==> src/rtl/cdc_pkg.sv <==
// ============================================================================
// Module  : cdc_pkg
// Brief   : Shared types and constants for the pclk-to-sclk req/ack handshake.
// Revision: 1.0 - initial release
// ============================================================================
`default_nettype none

package cdc_pkg;

  localparam int c_DATA_W_DEFAULT  = 6;
  localparam int c_SYNC_STAGES_MIN = 2;

  typedef enum logic [1:0] {
    IDLE  = 2'd0,
    STALL = 2'd1,
    ACK   = 2'd2
  } state_t;

endpackage

`default_nettype wire

==> src/rtl/cdc_sync_bit.sv <==
// ============================================================================
// Module  : cdc_sync_bit
// Brief   : Multi-flop single-bit synchronizer; also used on the pclk ack path.
// Revision: 1.0 - initial release
// ============================================================================
`default_nettype none

module cdc_sync_bit
  import cdc_pkg::*;
#(
  parameter int STAGES = 2
) (
  input  logic clk,
  input  logic rst_n,
  input  logic d,
  output logic q
);

  // Fewer than two flops gives no metastability protection, so clamp up.
  localparam int c_N = (STAGES < c_SYNC_STAGES_MIN) ? c_SYNC_STAGES_MIN : STAGES;

  logic [c_N-1:0] r_sync;

  always_ff @(posedge clk) begin
    if (!rst_n) begin
      r_sync <= '0;
    end else begin
      r_sync <= {r_sync[c_N-2:0], d};
    end
  end

  assign q = r_sync[c_N-1];

endmodule

`default_nettype wire

==> src/rtl/cdc_hs_rx.sv <==
// ============================================================================
// Module  : cdc_hs_rx
// Brief   : sclk-side receiver of the four-phase req/ack handshake with
//           valid/ready output buffer, sequence check and transfer counter.
// Revision: 1.0 - initial release
// ============================================================================
`default_nettype none

module cdc_hs_rx
  import cdc_pkg::*;
#(
  parameter int DATA_W      = c_DATA_W_DEFAULT,
  parameter int SYNC_STAGES = 2,
  parameter int CNT_W       = 16,
  parameter int SEQ_CHECK   = 1
) (
  input  logic              sclk,
  input  logic              rst_n,
  input  logic              req_async,
  input  logic [DATA_W-1:0] data_async,
  output logic              ack,
  output logic [DATA_W-1:0] out_data,
  output logic              out_valid,
  input  logic              out_ready,
  output logic [CNT_W-1:0]  rx_count,
  output logic              seq_err,
  output logic              proto_err
);

  localparam logic [CNT_W-1:0]  c_CNT_ONE  = CNT_W'(1);
  localparam logic [DATA_W-1:0] c_DATA_ONE = DATA_W'(1);

  logic              w_req_sync;
  logic              w_buf_free;
  logic              w_capture;
  state_t            r_state;
  logic              r_ack;
  logic              r_out_valid;
  logic [DATA_W-1:0] r_out_data;
  logic [CNT_W-1:0]  r_rx_count;
  logic              r_proto_err;

  cdc_sync_bit #(
    .STAGES (SYNC_STAGES)
  ) u_req_sync (
    .clk   (sclk),
    .rst_n (rst_n),
    .d     (req_async),
    .q     (w_req_sync)
  );

  // A held request in ACK must never re-capture; only IDLE/STALL may load.
  assign w_buf_free = !r_out_valid || out_ready;
  assign w_capture  = (r_state != ACK) && w_req_sync && w_buf_free;

  always_ff @(posedge sclk) begin
    if (!rst_n) begin
      r_state     <= IDLE;
      r_ack       <= 1'b0;
      r_out_valid <= 1'b0;
      r_out_data  <= '0;
      r_rx_count  <= '0;
      r_proto_err <= 1'b0;
    end else begin
      case (r_state)
        IDLE: begin
          if (w_req_sync) begin
            r_state <= w_buf_free ? ACK : STALL;
          end
        end
        STALL: begin
          if (!w_req_sync) begin
            r_state     <= IDLE;
            r_proto_err <= 1'b1;
          end else if (w_buf_free) begin
            r_state <= ACK;
          end
        end
        ACK: begin
          if (!w_req_sync) begin
            r_state <= IDLE;
            r_ack   <= 1'b0;
          end
        end
        default: begin
          r_state <= IDLE;
          r_ack   <= 1'b0;
        end
      endcase

      // Capture and consume may coincide: the new word simply replaces the old.
      if (w_capture) begin
        r_ack       <= 1'b1;
        r_out_data  <= data_async;
        r_out_valid <= 1'b1;
        r_rx_count  <= r_rx_count + c_CNT_ONE;
      end else if (out_ready) begin
        r_out_valid <= 1'b0;
      end
    end
  end

  generate
    if (SEQ_CHECK != 0) begin : g_seq_on
      logic [DATA_W-1:0] r_last;
      logic              r_ref_vld;
      logic              r_seq_err;

      always_ff @(posedge sclk) begin
        if (!rst_n) begin
          r_last    <= '0;
          r_ref_vld <= 1'b0;
          r_seq_err <= 1'b0;
        end else if (w_capture) begin
          if (r_ref_vld && (data_async != r_last + c_DATA_ONE)) begin
            r_seq_err <= 1'b1;
          end
          r_last    <= data_async;
          r_ref_vld <= 1'b1;
        end
      end

      assign seq_err = r_seq_err;
    end else begin : g_seq_off
      assign seq_err = 1'b0;
    end
  endgenerate

  assign ack       = r_ack;
  assign out_data  = r_out_data;
  assign out_valid = r_out_valid;
  assign rx_count  = r_rx_count;
  assign proto_err = r_proto_err;

endmodule

`default_nettype wire

==> config.mk <==
export PLATFORM = sky130hd
export DESIGN_NAME = cdc_hs_rx
export DESIGN_NICKNAME = d
export VERILOG_FILES = /design/src/rtl/cdc_pkg.sv /design/src/rtl/cdc_sync_bit.sv /design/src/rtl/cdc_hs_rx.sv
export SDC_FILE = /design/constraint.sdc
export NUM_CORES = 1
export LEC_CHECK = 0
export BUFFER_PORTS_ARGS = -buffer_cell sky130_fd_sc_hd__buf_2
export CAP_MARGIN = 20
export CELL_PAD_IN_SITES_DETAIL_PLACEMENT = 1
export CELL_PAD_IN_SITES_GLOBAL_PLACEMENT = 1
export CORE_ASPECT_RATIO = 0.5
export CORE_MARGIN = 2
export CORE_UTILIZATION = 35
export DETAILED_ROUTE_END_ITERATION = 10
export GPL_TIMING_DRIVEN = 0
export PLACE_DENSITY = 0.83
export SETUP_SLACK_MARGIN = 0.3
export SYNTH_ARGS = -nofsm -noshare
export SYNTH_HDL_FRONTEND = slang
export SYNTH_HIERARCHICAL = 1
export SYNTH_SLANG_ARGS = --single-unit
export TNS_END_PERCENT = 20
==> constraint.sdc <==
create_clock -name sclk -period 1.4 [get_ports sclk]
set_input_delay 0.14 -clock sclk [delete_from_list [all_inputs] [get_ports sclk]]
set_output_delay 0.14 -clock sclk [all_outputs]
set_load 0.1 [all_outputs]
# [After elaboration in Yosys (flattened, before gate mapping)]
# Cells that the tools add are included.
[totals] ff_bits=31 latchBits=0 ram_bits=0 rom_bits=0 word_cells=44 mem_count=0
[classes] n_addsub=2 n_mul=0 div_mod_pow=0 n_lt_le_gt_ge=0 n_eq_ne=9 n_shift=0 mux=11 bitwise_logic=1 reduce_logical=12
[ops] cell="adder 16 x 1 -> 16 bit (second input constant)" n=1
[ops] cell="2-to-1 mux 2 bit" n=5
[ops] cell="adder 6 x 1 -> 6 bit (second input constant)" n=1
[ops] cell="inequality test 3 bit (second input constant)" n=2
[ops] cell="inequality test 6 bit" n=1
[ops] cell="case mux 2 bit (3 select lines)" n=1
[ops] cell="AND reduction 2 bit" n=3
[ops] cell="2-to-1 mux 1 bit" n=4
[ops] cell="inequality test 2 x 1 -> 1 bit (second input constant)" n=2
[ops] cell="inequality test 2 bit (second input constant)" n=2
[ops] cell="logical AND 1 bit" n=3
[ops] cell="AND reduction 3 bit" n=1
[ops] cell="equality test 2 x 1 -> 1 bit (second input constant)" n=1
[ops] cell="equality test 2 bit (second input constant)" n=1
[ops] cell="logical NOT 2 bit" n=1
[ops] cell="case mux 1 bit (2 select lines)" n=1
[ops] cell="nonzero test 2 bit" n=1
[ops] cell="OR reduction 2 bit" n=1
[ops] cell="logical NOT 1 bit" n=1
[ops] cell="logical OR 1 bit" n=1
[ops] cell="inverter 1 bit" n=1

# [Logic depth before layout (Yosys ltp)]
# Gate-level depths: netlist (run 1).
[depth] word_depth=5 depth_mapped=5 depth_no_buf=5

# [Modules after synthesis]
# Netlist (run 1), hierarchy kept.
[modules_own_cells] mod="cdc_hs_rx" n_inst=1 cells_each=151 area_per_inst_um2=1377.6 seq_area_each_um2=580.6
[modules_own_cells] mod="cdc_sync_bit" n_inst=1 cells_each=4 area_per_inst_um2=52.6 seq_area_each_um2=40.0

# [Worst setup path before layout (run 1)]
# No wires, ideal clock.
[synth_path] path_kind="reg-to-reg" startpoint="register r_rx_count[3], in the netlist rx_count[3]" endpoint="register r_rx_count[11], in the netlist rx_count[11]" arrival_time_ns=2.128 required_time_ns=1.330 slack_ns=-0.798 stages_incl_launch_ff=5 path_buffers=0 synth_period_minus_slack_ns=2.198 cell_sequence="dfxtp_1 -> and3_1 -> nand2_2 -> or4_1 -> a21oi_1"
[synth_between] elab_chain_cells=1
[synth_lines] element="start: declaration" line="cdc_hs_rx.sv:40" source="logic [CNT_W-1:0] r_rx_count;"
[synth_lines] element="start signal: assignment" line="cdc_hs_rx.sv:96" source="r_rx_count <= r_rx_count + c_CNT_ONE;"
[synth_lines] element="adder 16 x 1 -> 16 bit" line="cdc_hs_rx.sv:96"
# Every way passes these cells.
# A chain may end at the register's enable or synchronous reset.

# [Worst setup path in the final report (run 1)]
[layout_path] startpoint="register r_rx_count[0], in the netlist rx_count[0]" endpoint="register r_rx_count[15], in the netlist rx_count[15]"
# Same word-level chain as after synthesis.

==> results of run 1 <==
==> through the flow <==
stage / instance area [µm²] / hold WS (ns) / instances / TNS (ns)
after global routing: 2180 / 0.0540 / 265 / -2.20
after CTS: 2070 / 0.0495 / 260 / -0.619
after floorplan: 1540 / 0.258 / 155 / -2.11
after detailed placement: 1790 / 0.346 / 244 / -0.768
final: 2180 / 0.0560 / 265 / -1.57
after global placement: 1790 / 0.340 / 244 / -0.415
==> flip-flops by register name (all words and copies together) (netlist names) <==
register / count
ack: 1
g_seq_on.r_last: 6
g_seq_on.r_ref_vld: 1
out_valid: 1
proto_err: 1
r_state: 2
rx_count: 16
seq_err: 1
u_req_sync/r_sync: 2
==> routing by layer <==
| layer | GRT usage [%] | up-vias |
|---|---|---|
| met2 | 36.8 | 28 |
| li1 | - | 676 |
| met3 | 5.41 | 7 |
| met5 | 0 | - |
| met4 | 10.1 | 0 |
| met1 | 24.0 | 701 |
==> worst max-delay path, cell delays in order (launching register included) <==
cell and delay (ns):
dfxtp_4 0.36, and3_1 0.19, nand4_1 0.27, buf_6 0.24
nor4_1 0.35, o21a_1 0.16
==> path summary, 6_finish.rpt <==
path	startpoint	end	slack, ns	cells past startpoint
hold / removal	req_async	u_req_sync/r_sync[0]	0.06	2
setup / recovery	rx_count[0]	rx_count[15]	-0.22	5
hold reg to reg	r_state[1]	r_state[0]	0.47	1
setup reg to reg	rx_count[0]	rx_count[15]	-0.22	5
==> synth_stat cells (2+ instances only) <==
| master | count |
|---|---|
| dfxtp_1 | 31 |
| a21oi_1 | 14 |
| nor2_1 | 12 |
| nand2_1 | 11 |
| mux2i_1 | 7 |
| o31ai_1 | 7 |
| or4_1 | 7 |
| nand3_1 | 6 |
| o21ai_0 | 6 |
| xor2_1 | 5 |
| and2_1 | 4 |
| inv_1 | 4 |
| xnor2_1 | 4 |
| and3_1 | 3 |
| nand4_1 | 3 |
| or3_1 | 3 |
| a31oi_1 | 2 |
| buf_2 | 2 |
| clkbuf_1 | 2 |
| ha_1 | 2 |
| nor3_1 | 2 |
| or3_2 | 2 |
==> area by class of cell <==
class	count	area share [%]
Clock inverter	3	0.689
Sequential cell	31	32.0
Timing Repair Buffer	48	19.3
Multi-Input combinational cell	114	39.0
Clock buffer	5	3.16
Tap cell	54	3.10
Buffer	5	1.89
Inverter	5	0.861
==> timing repair <==
item                                    4_1_cts  5_1_grt
endpoints found under the setup margin       51       40
cloned                                        0        1
pin swaps                                     5        2
resized for setup                            46       26
buffers inserted                              8        4
hold buffers                                  0        0
==> placed cells by master, fill, tap and decap left out, types with 5 or more instances in the layout <==
master | netlist | final
a21oi_1 | 14 | 9
a21oi_2 | 0 | 5
buf_2 | 2 | 10
buf_4 | 0 | 21
buf_6 | 1 | 16
clkbuf_8 | 0 | 5
dfxtp_1 | 31 | 6
dfxtp_2 | 0 | 7
dfxtp_4 | 0 | 18
mux2i_1 | 7 | 7
nand2_1 | 11 | 9
nand3_1 | 6 | 6
nor2_1 | 12 | 12
o31ai_1 | 7 | 6
or4_1 | 7 | 6
xor2_1 | 5 | 5
==> cell families after synthesis <==
group	after synthesis
AND/OR/NAND/NOR	61
adder cells (fa/ha/maj)	2
multiplexers	7
buffers and inverters	10
AO/OA/AOI/OAI	34
XOR/XNOR	10
flip-flops	31
==> where the power goes <==
part	total [mW]	switching, mW	internal (mW)
logic	0.226	0.150	0.0761
registers	0.889	0.0193	0.869
clock network	0.700	0.360	0.340
total	1.81	0.529	1.29
==> summary.md, run 1 <==
| Metric | Value |
|---|---|
| Length of routed wiring on met1 | `about 2100 µm` |
| Top cell type's share of synthesized area | `between 40% and 50%` |
| Slew @ Worst Pin | `0.591 ns` |
| Cells after Synth | `155` |
| Fillers | `448` |
| Synth cell types | `38` |
| Largest family of logic cells by synthesized area | `simple AND/OR/NAND/NOR gates` |
| PD cells | `about 830 mW/mm²` |
| Yosys warns | `6` |
| Setup crit start kind | `register` |
| XOR/XNOR Fraction of Synth Area | `just over 7%` |
| Starting Density | `a little over a third` |
| FFs w/ async S/R, synth | `0%` |
| Synthesized flop and latch total | `31` |
| All-layer global routing usage | `21.0%` |
| Final #Nets | `approximately 220` |
| Largest net degree at the start of global routing | `11` |
| Critical path arrival | `around 1.9 ns` |
| Final Max Slew Viols | `0` |
| Sequential-to-total area share from yosys stat | `43.4%` |
| Min-Delay Path Class | `primary input to register` |
| CTS tree | `yes` |
| Clock latency on the worst-skew pair | `between 0.2 and 0.3 ns` |
| Post-synth EDFFs | `0` |
| GRT overflow | `0` |
| Post-Syn Area per Cell | `between 9 and 10 µm²` |
| Cts bufs inserted | `5` |
| Clock sink total | `31` |
| Leakage power figure | `slightly below 0.9 nW` |
| Crit Path Max Fanout | `5` |
| I/O pins | `36` |
| Worst Setup End Kind | `register` |
| Most used DFF post-synth | `dfxtp_1` |
| Final wirelength | `around 4700 µm` |
| Max_cap viols | `0` |
| Top cells by area, synth | `dfxtp_1 43%, a21oi_1 4.9%, mux2i_1 4.9%, o31ai_1 3.7%, or4_1 3.7%` |
| Area share of fa/ha/maj cells after synthesis | `under 10%` |
| DRT iter0 DRCs | `26` |
| Global-route wire length before repair | `~7300 µm` |
| Outcome | `complete, but fails checks` |
| Synth Area in Compound Gates | `around 15%` |
| Met3 wire len | `about 170 µm` |
| Final hold vios | `0` |
| RD Place Congestion | `around 0.74` |
| Slew HR | `between 60% and 70%` |
| Die Height | `49.2 µm` |
| Final setup viols | `12` |
| Share of layout cells above drive strength 1 | `51.2%` |
| Detailed-route DRC error count | `0` |
| DR WL/cell | `17.9 µm` |
| Final Total Pwr | `1.81 mW` |
| Port Buffers | `35` |
| Yosys top cell by area | `dfxtp_1` |
| Number of global-route vias before repair | `roughly 1.5k` |
| Post-Synth Simple-Gate Area | `approximately a quarter` |
| Period Utilization, post-route | `116%` |
| Area of the multi-input gates | `about 850 µm²` |
| Initial DRT Pass Iterations | `4` |
| CTS root buf | `clkbuf_8` |
| Post-Syn Nets | `between 150 and 200` |
| Crit path time final | `around 1.6 ns` |
| Critical path data required time | `between 1.5 and 2 ns` |
| Final core occ | `55.8%` |
| Highest clock rate | `617 MHz` |
| Peak supply drop | `between 400 and 500 µV` |
| Antenna Cells | `0` |
| Max Used Layer | `met4` |
| DP HPWL | `roughly 2500 µm` |
| RSZ-0062 raised after global routing | `yes` |
| CTS clk-pin slew, worst paths | `approximately 0.070 ns` |
| Setup Skew | `~0.0056 ns` |
| Die area | `0.00464 mm²` |
| Via/cell ratio | `5.33` |
| DP Worst Slack | `-0.118 ns` |
| Mux cell area share after synthesis | `around 4.9%` |
| Antenna violations before repair | `0` |
| Core area | `between 0.003 and 0.004 mm²` |
| Register area | `~700 µm²` |
| H-tree Lvls | `2` |
| Via count | `1412` |
| Area grow syn2layout | `52.4%` |
| Failing checks | `negative setup slack` |
| Mapped cell area | `roughly 0.0014 mm²` |
| Routed wl met2 | `roughly 2300 µm` |
| Final setup margin | `-0.220 ns` |
| WS Path Type | `register to register` |
| Routed Antenna Nets | `0` |
| Clock buffer depth | `2` |
| Die Wd | `~94 µm` |
| Std cell rows | `16` |
Note: power is estimated with default switching activity, not from simulation.
==> inputs of run 2 (changes only) <==
- BUFFER_PORTS_ARGS: -buffer_cell sky130_fd_sc_hd__buf_2 -> unset
- CORE_UTILIZATION: 35 -> 40
- DONT_BUFFER_PORTS: unset -> 1
- PLACE_DENSITY: 0.83 -> 0.8
==> run 2 against run 1 <==
Critical path depth stayed put; the flow still finishes with violations (negative setup slack); global-route usage down 2.2 points; count of clock-buffer cells in the layout increased by 3; hold slack got worse by 0.045 ns; non-clock buffer count down 45; largest cell class unchanged; maximum frequency fell by 7.9%.
==> summary.md, run 2 (synthesis gave the netlist of run 1 again) <==
| Metric | Value |
|---|---|
| Register area | `709 µm² (+1.8%)` |
| Final Max Slew Viols | `0 (unchanged)` |
| Detailed-route DRC error count | `0 (unchanged)` |
| DRT iter0 DRCs | `19 (-27%)` |
| RSZ-0062 raised after global routing | `yes` |
| Fillers | `395 (-12%)` |
| Area grow syn2layout | `24.3%` |
| Buffers plus inverters on the worst setup path | `1 (unchanged)` |
| Largest register FFs | `16 (unchanged)` |
| # placed instances | `206 (-16%)` |
| Final setup viols | `15 (+3)` |
| Peak supply drop | `566 µV (+31%)` |
| Slowest-stage cell, CP | `dfxtp_4` |
| H-tree Lvls | `2 (unchanged)` |
| Largest net degree at the start of global routing | `11 (unchanged)` |
| Initial DRT Pass Iterations | `3 (-1)` |
| Clock latency on the worst-skew pair | `0.28 ns (about the same)` |
| Clock sink total | `31 (unchanged)` |
| Most common cell after layout, fill and taps aside | `dfxtp_4` |
| Port Buffers | `0 (-100%)` |
| Critical path arrival | `1.93 ns (+0.07 ns)` |
| Highest clock rate | `569 MHz (-7.9%)` |
| Setup crit start kind | `register` |
| Crit Path Max Fanout | `10 (+5)` |
| Slew @ Worst Pin | `1.01 ns (+0.422 ns)` |
| Final hold vios | `0 (unchanged)` |
| Share of layout cells above drive strength 1 | `33.1% (-18 points)` |
| I/O pins | `36 (unchanged)` |
| Logic gate share of total power | `5.2% (-7.3 points)` |
| RD Place Congestion | `0.739 (-0.12%)` |
| Antenna Cells | `0 (unchanged)` |
| Cell Chain, Critical Path | `and3_4, nand4_1, buf_6, o31a_1, o21a_1` |
| WS Path Type | `register to register` |
| Crit path largest cell delay | `0.56 ns (+0.20 ns)` |
| Finished layout cell area | `0.00178 mm² (-18%)` |
| Die Wd | `88.6 µm (-6.2%)` |
| DR WL/cell | `16.0 µm (-11%)` |
| Switching power of the nets | `0.454 mW (-14%)` |
| Critical path data required time | `1.57 ns (-0.07 ns)` |
| Final #Nets | `177 (-20%)` |
| Max_cap viols | `0 (unchanged)` |
| Min-Delay Path Class | `primary input to register` |
| Worst Setup End Kind | `register` |
| Flop pwr share | `56.3% (+7.3 points)` |
| Global-route wire length before repair | `5640 µm (-23%)` |
| Cts bufs inserted | `5 (unchanged)` |
| Outcome | `complete, but fails checks` |
| Via/cell ratio | `5.46 (+2.5%)` |
| Clk network pwr share | `38.4% (-0.2 points)` |
| PD cells | `963 mW/mm² (+16%)` |
| Leakage power figure | `0.610 nW (-30%)` |
| Die area | `0.00410 mm² (-12%)` |
| GRT overflow | `0 (unchanged)` |
| Area of the multi-input gates | `837 µm² (-1.5%)` |
| Setup Skew | `0.00316 ns (-0.00246 ns)` |
| Die Height | `46.3 µm (-5.9%)` |
| Antenna violations before repair | `0 (unchanged)` |
| Number of global-route vias before repair | `1178 (-22%)` |
| Crit path time final | `1.76 ns (+0.139 ns)` |
| Via count | `1185 (-16%)` |
| All-layer global routing usage | `18.8% (-2.2 points)` |
| Commonest cells after routing, fill and taps aside | `23 x dfxtp_4, 12 x nor2_1, 10 x a21oi_1, 9 x nand2_1` |
| Area after DPL | `0.00161 mm² (-10%)` |
| Std cell rows | `15 (-1)` |
| Clock buffer depth | `2 (unchanged)` |
| Core area | `0.00343 mm² (-12%)` |
| Non-filler cells in the finished layout | `217 (-18%)` |
| Final wirelength | `3470 µm (-27%)` |
| Sw Share | `26.5% (-2.7 points)` |
| Failing checks | `negative setup slack` |
| Final core occ | `51.8% (-4.1 points)` |
| Slew HR | `32.4% (-28 points)` |
| Period Utilization, post-route | `126% (+9.9 points)` |
| Top delay family on crit path | `flip-flops` |
| Starting Density | `41.6% (+5.0 points)` |
| CTS root buf | `clkbuf_8` |
| Routed Antenna Nets | `0 (unchanged)` |
| CTS clk-pin slew, worst paths | `0.06 ns (about the same)` |
| Pint | `1.26 mW (-2.1%)` |
| Final setup margin | `-0.359 ns (-0.139 ns)` |
| DP HPWL | `2480 µm (-1.7%)` |
| CTS tree | `yes` |
-- run 2: changes by cell type in the layout (fill, tap and decap cells not counted), moves of 5 or more --
cell | before | now
buf_2 | 10 | 0
buf_4 | 21 | 1
buf_6 | 16 | 3
dfxtp_2 | 7 | 2
dfxtp_4 | 18 | 23
-- run 2: stage by stage --
step                hold WS [ns]  setup TNS, ns  power (mW)  setup slack [ns]
floorplan                  0.258          -2.11        1.05            -0.191
global placement           0.260          -4.32        1.07            -0.342
detailed placement         0.263          -5.03        1.07            -0.365
CTS                      0.00632          -4.03        1.74            -0.374
global route              0.0298          -5.38        1.79            -0.469
finish                    0.0115          -3.87        1.71            -0.359
-- run 2: cell type report --
cell class / count / area share (%)
Inverter: 5 / 1.06
Sequential cell: 31 / 39.9
Timing Repair Buffer: 3 / 1.55
Buffer: 5 / 2.32
Multi-Input combinational cell: 114 / 47.1
Tap cell: 51 / 3.59
Clock buffer: 8 / 4.50
-- run 2: worst paths after layout --
| kind | from | endpoint | slack, ns | depth (start not counted) |
|---|---|---|---|---|
| max reg2reg | rx_count[0] | rx_count[15] | -0.36 | 5 |
| min reg2reg | u_req_sync/r_sync[0] | u_req_sync/r_sync[1] | 0.45 | 1 |
| max | rx_count[0] | rx_count[15] | -0.36 | 5 |
| min | data_async[2] | g_seq_on.r_last[2] | 0.01 | 2 |
-- run 2: worst reg2reg max path, delay by kind of cell, from the launching register on --
family	cells	cell delay, ns
flip-flops	1	0.56
AND/OR/NAND/NOR	2	0.45
AO/OA/AOI/OAI	2	0.43
buffers and inverters	1	0.22
-- run 2: repair_timing --
action	4_1_cts	5_1_grt
resized for setup	14	6
pin swaps	4	0
hold buffers	2	0
setup buffers	0	1
endpoints found under the hold margin	3	0
setup endpoints to repair	35	27
-- run 2: power groups by stage --
| stage | combinational [mW] | clock, mW | sequential, mW |
|---|---|---|---|
| 6_report | 0.0894 | 0.658 | 0.965 |
| 4_1_cts | 0.0894 | 0.680 | 0.967 |
| 3_5_place_dp | 0.0787 | 0 | 0.993 |
| 5_1_grt | 0.102 | 0.723 | 0.967 |
| 2_1_floorplan | 0.0643 | 0 | 0.988 |
| 3_3_place_gp | 0.0750 | 0 | 0.992 |
-- run 2: layer usage --
| layer | wire (µm) | global-route usage, % | share of wire, % | up-vias |
|---|---|---|---|---|
| met2 | 1790 | 32.6 | 52 | 20 |
| li1 | - | - | - | 583 |
| met3 | 144 | 7.17 | 4.1 | 0 |
| met5 | 0 | 0 | 0 | - |
| met4 | 0 | 6.36 | 0 | 0 |
| met1 | 1540 | 21.8 | 44 | 582 |
==> inputs of run 3 (changes only) <==
- CORE_UTILIZATION: 40 -> 41
- PLACE_DENSITY: 0.8 -> 0.82
==> run 3 against run 2 <==
The flow finishes with violations (negative hold slack, negative setup slack); routed wire length rose by 3.6%; hold slack got worse by 0.012 ns; flip-flop and latch count did not move; clock power rose by 30%; global-route usage rose by 0.12 points; die area fell by 2.3%; combinational power rose by 5.4%; critical path depth did not move; cell area rose by 3.0%.
==> summary.md, run 3 (synthesis gave the netlist of run 1 again) <==
| Metric | Value |
|---|---|
| Core area | `0.00338 mm² (-1.6%)` |
| RD Place Congestion | `0.715 (-3.3%)` |
| Die Height | `45.8 µm (-1.1%)` |
| Met3 wire len | `213 µm (+48%)` |
| Starting Density | `42.3% (+0.69 points)` |
| Critical path arrival | `2.00 ns (+0.07 ns)` |
| Clock latency on the worst-skew pair | `0.28 ns (about the same)` |
| I/O pins | `36 (unchanged)` |
| Setup crit start kind | `register` |
| Setup TNS | `-4.20 ns (-0.330 ns)` |
| Max Used Layer | `met4` |
| Final hold vios | `1 (+1)` |
| Die Wd | `87.5 µm (-1.2%)` |
| Port Buffers | `0 (unchanged)` |
| Final wirelength | `3600 µm (+3.6%)` |
| Leakage power figure | `0.644 nW (+5.5%)` |
| Detailed-route DRC error count | `0 (unchanged)` |
| Global-route wire length before repair | `5600 µm (-0.87%)` |
| CTS root buf | `clkbuf_8` |
| Worst Setup End Kind | `register` |
| CTS tree | `yes` |
| Slew @ Worst Pin | `0.562 ns (-0.451 ns)` |
| Worst Hold Slack | `-0.000322 ns (-0.0118 ns)` |
| Setup Skew | `0.00411 ns (+0.000946 ns)` |
| Outcome | `complete, but fails checks` |
| Crit path time final | `1.79 ns (+0.0279 ns)` |
| Slew HR | `62.5% (+30 points)` |
| DRT iter0 DRCs | `25 (+6)` |
| RSZ-0062 raised after global routing | `yes` |
| PD cells | `1040 mW/mm² (+8.2%)` |
| Routed wl met2 | `1750 µm (-2.2%)` |
| H-tree Lvls | `2 (unchanged)` |
| Share of layout cells above drive strength 1 | `34.9% (+1.8 points)` |
| Period Utilization, post-route | `128% (+2.0 points)` |
| Commonest cells after routing, fill and taps aside | `25 x dfxtp_4, 12 x nor2_1, 10 x a21oi_1, 9 x nand2_1` |
| Via/cell ratio | `5.86 (+7.4%)` |
| DP HPWL | `2440 µm (-1.6%)` |
| Final Total Pwr | `1.91 mW (+11%)` |
| Highest clock rate | `560 MHz (-1.6%)` |
| Max_cap viols | `0 (unchanged)` |
| Crit Path Max Fanout | `9 (-1)` |
| Number of global-route vias before repair | `1177 (-0.085%)` |
| Critical path data required time | `1.62 ns (+0.05 ns)` |
| Largest net degree at the start of global routing | `11 (unchanged)` |
| CTS clk-pin slew, worst paths | `0.07 ns (about the same)` |
| Final #Nets | `180 (+1.7%)` |
| DP Worst Slack | `-0.349 ns (+0.0154 ns)` |
| Clock sink total | `31 (unchanged)` |
| Initial DRT Pass Iterations | `4 (+1)` |
| GRT overflow | `0 (unchanged)` |
| Via count | `1237 (+4.4%)` |
| WS Path Type | `register to register` |
| Clock buffer depth | `2 (unchanged)` |
| Most common cell after layout, fill and taps aside | `dfxtp_4` |
| Final setup viols | `14 (-1)` |
| Area grow syn2layout | `28.1%` |
| Peak supply drop | `473 µV (-16%)` |
| Failing checks | `negative hold slack, negative setup slack` |
| Min-Delay Path Class | `primary input to register` |
| Length of routed wiring on met1 | `1610 µm (+4.4%)` |
| All-layer global routing usage | `18.9% (+0.12 points)` |
| Antenna Cells | `0 (unchanged)` |
| Final core occ | `54.2% (+2.5 points)` |
| Antenna violations before repair | `0 (unchanged)` |
| Final Max Slew Viols | `0 (unchanged)` |
| Cts bufs inserted | `5 (unchanged)` |
| Std cell rows | `15 (unchanged)` |
| DR WL/cell | `17.0 µm (+6.5%)` |
| Routed Antenna Nets | `0 (unchanged)` |
| Final setup margin | `-0.387 ns (-0.0279 ns)` |
| Die area | `0.00401 mm² (-2.3%)` |
| Largest register FFs | `16 (unchanged)` |
[run 3: timing repair]
item | 4_1_cts | 5_1_grt
hold buffers | 5 | 0
gates resized for setup | 11 | 12
setup endpoints to repair | 35 | 29
setup buffers | 1 | 0
pin swaps | 3 | 0
hold endpoints to repair | 6 | 0
[run 3: path summary, 6_finish.rpt]
check                                          start              endpoint  slack [ns]  depth (start not counted)
worst max-delay path                     rx_count[0]           rx_count[5]       -0.39                          5
worst min-delay path                   data_async[4]    g_seq_on.r_last[4]     -0.0003                          2
worst max register to register           rx_count[0]           rx_count[5]       -0.39                          5
worst min register to register  u_req_sync/r_sync[0]  u_req_sync/r_sync[1]        0.44                          1
[run 3: per-layer routing]
layer | up-vias | GRT usage [%]
li1 | 588 | -
met1 | 619 | 21.5
met2 | 26 | 32.9
met3 | 4 | 8.33
met4 | 0 | 5.85
met5 | - | 0
[run 3: final cells by class]
class                           instances  area [µm²]
Clock buffer                            7         108
Buffer                                  5        41.3
Tap cell                               42        52.6
Clock inverter                          1        5.00
Multi-Input combinational cell        114         830
Fill cell                             381        1550
Sequential cell                        31         716
Timing Repair Buffer                    6        61.3
Inverter                                5        18.8
[run 3: critical path: stages (launching register included)]
cell	delay, ns
dfxtp_4	0.57
and3_4	0.26
nand4_1	0.21
buf_6	0.22
or3_4	0.34
a21oi_2	0.12
[run 3: where the power goes]
group	switching, mW	internal (mW)	leakage (nW)
Combinational	0.0459	0.0483	0.313
Sequential	0.102	0.859	0.271
Clock	0.350	0.504	0.0594
Total	0.498	1.41	0.644
[run 3: per-stage QoR]
stage               area [µm²]  instances
finish                    1830        211
global route              1830        211
CTS                       1800        211
detailed placement        1600        197
global placement          1600        197
floorplan                 1540        155
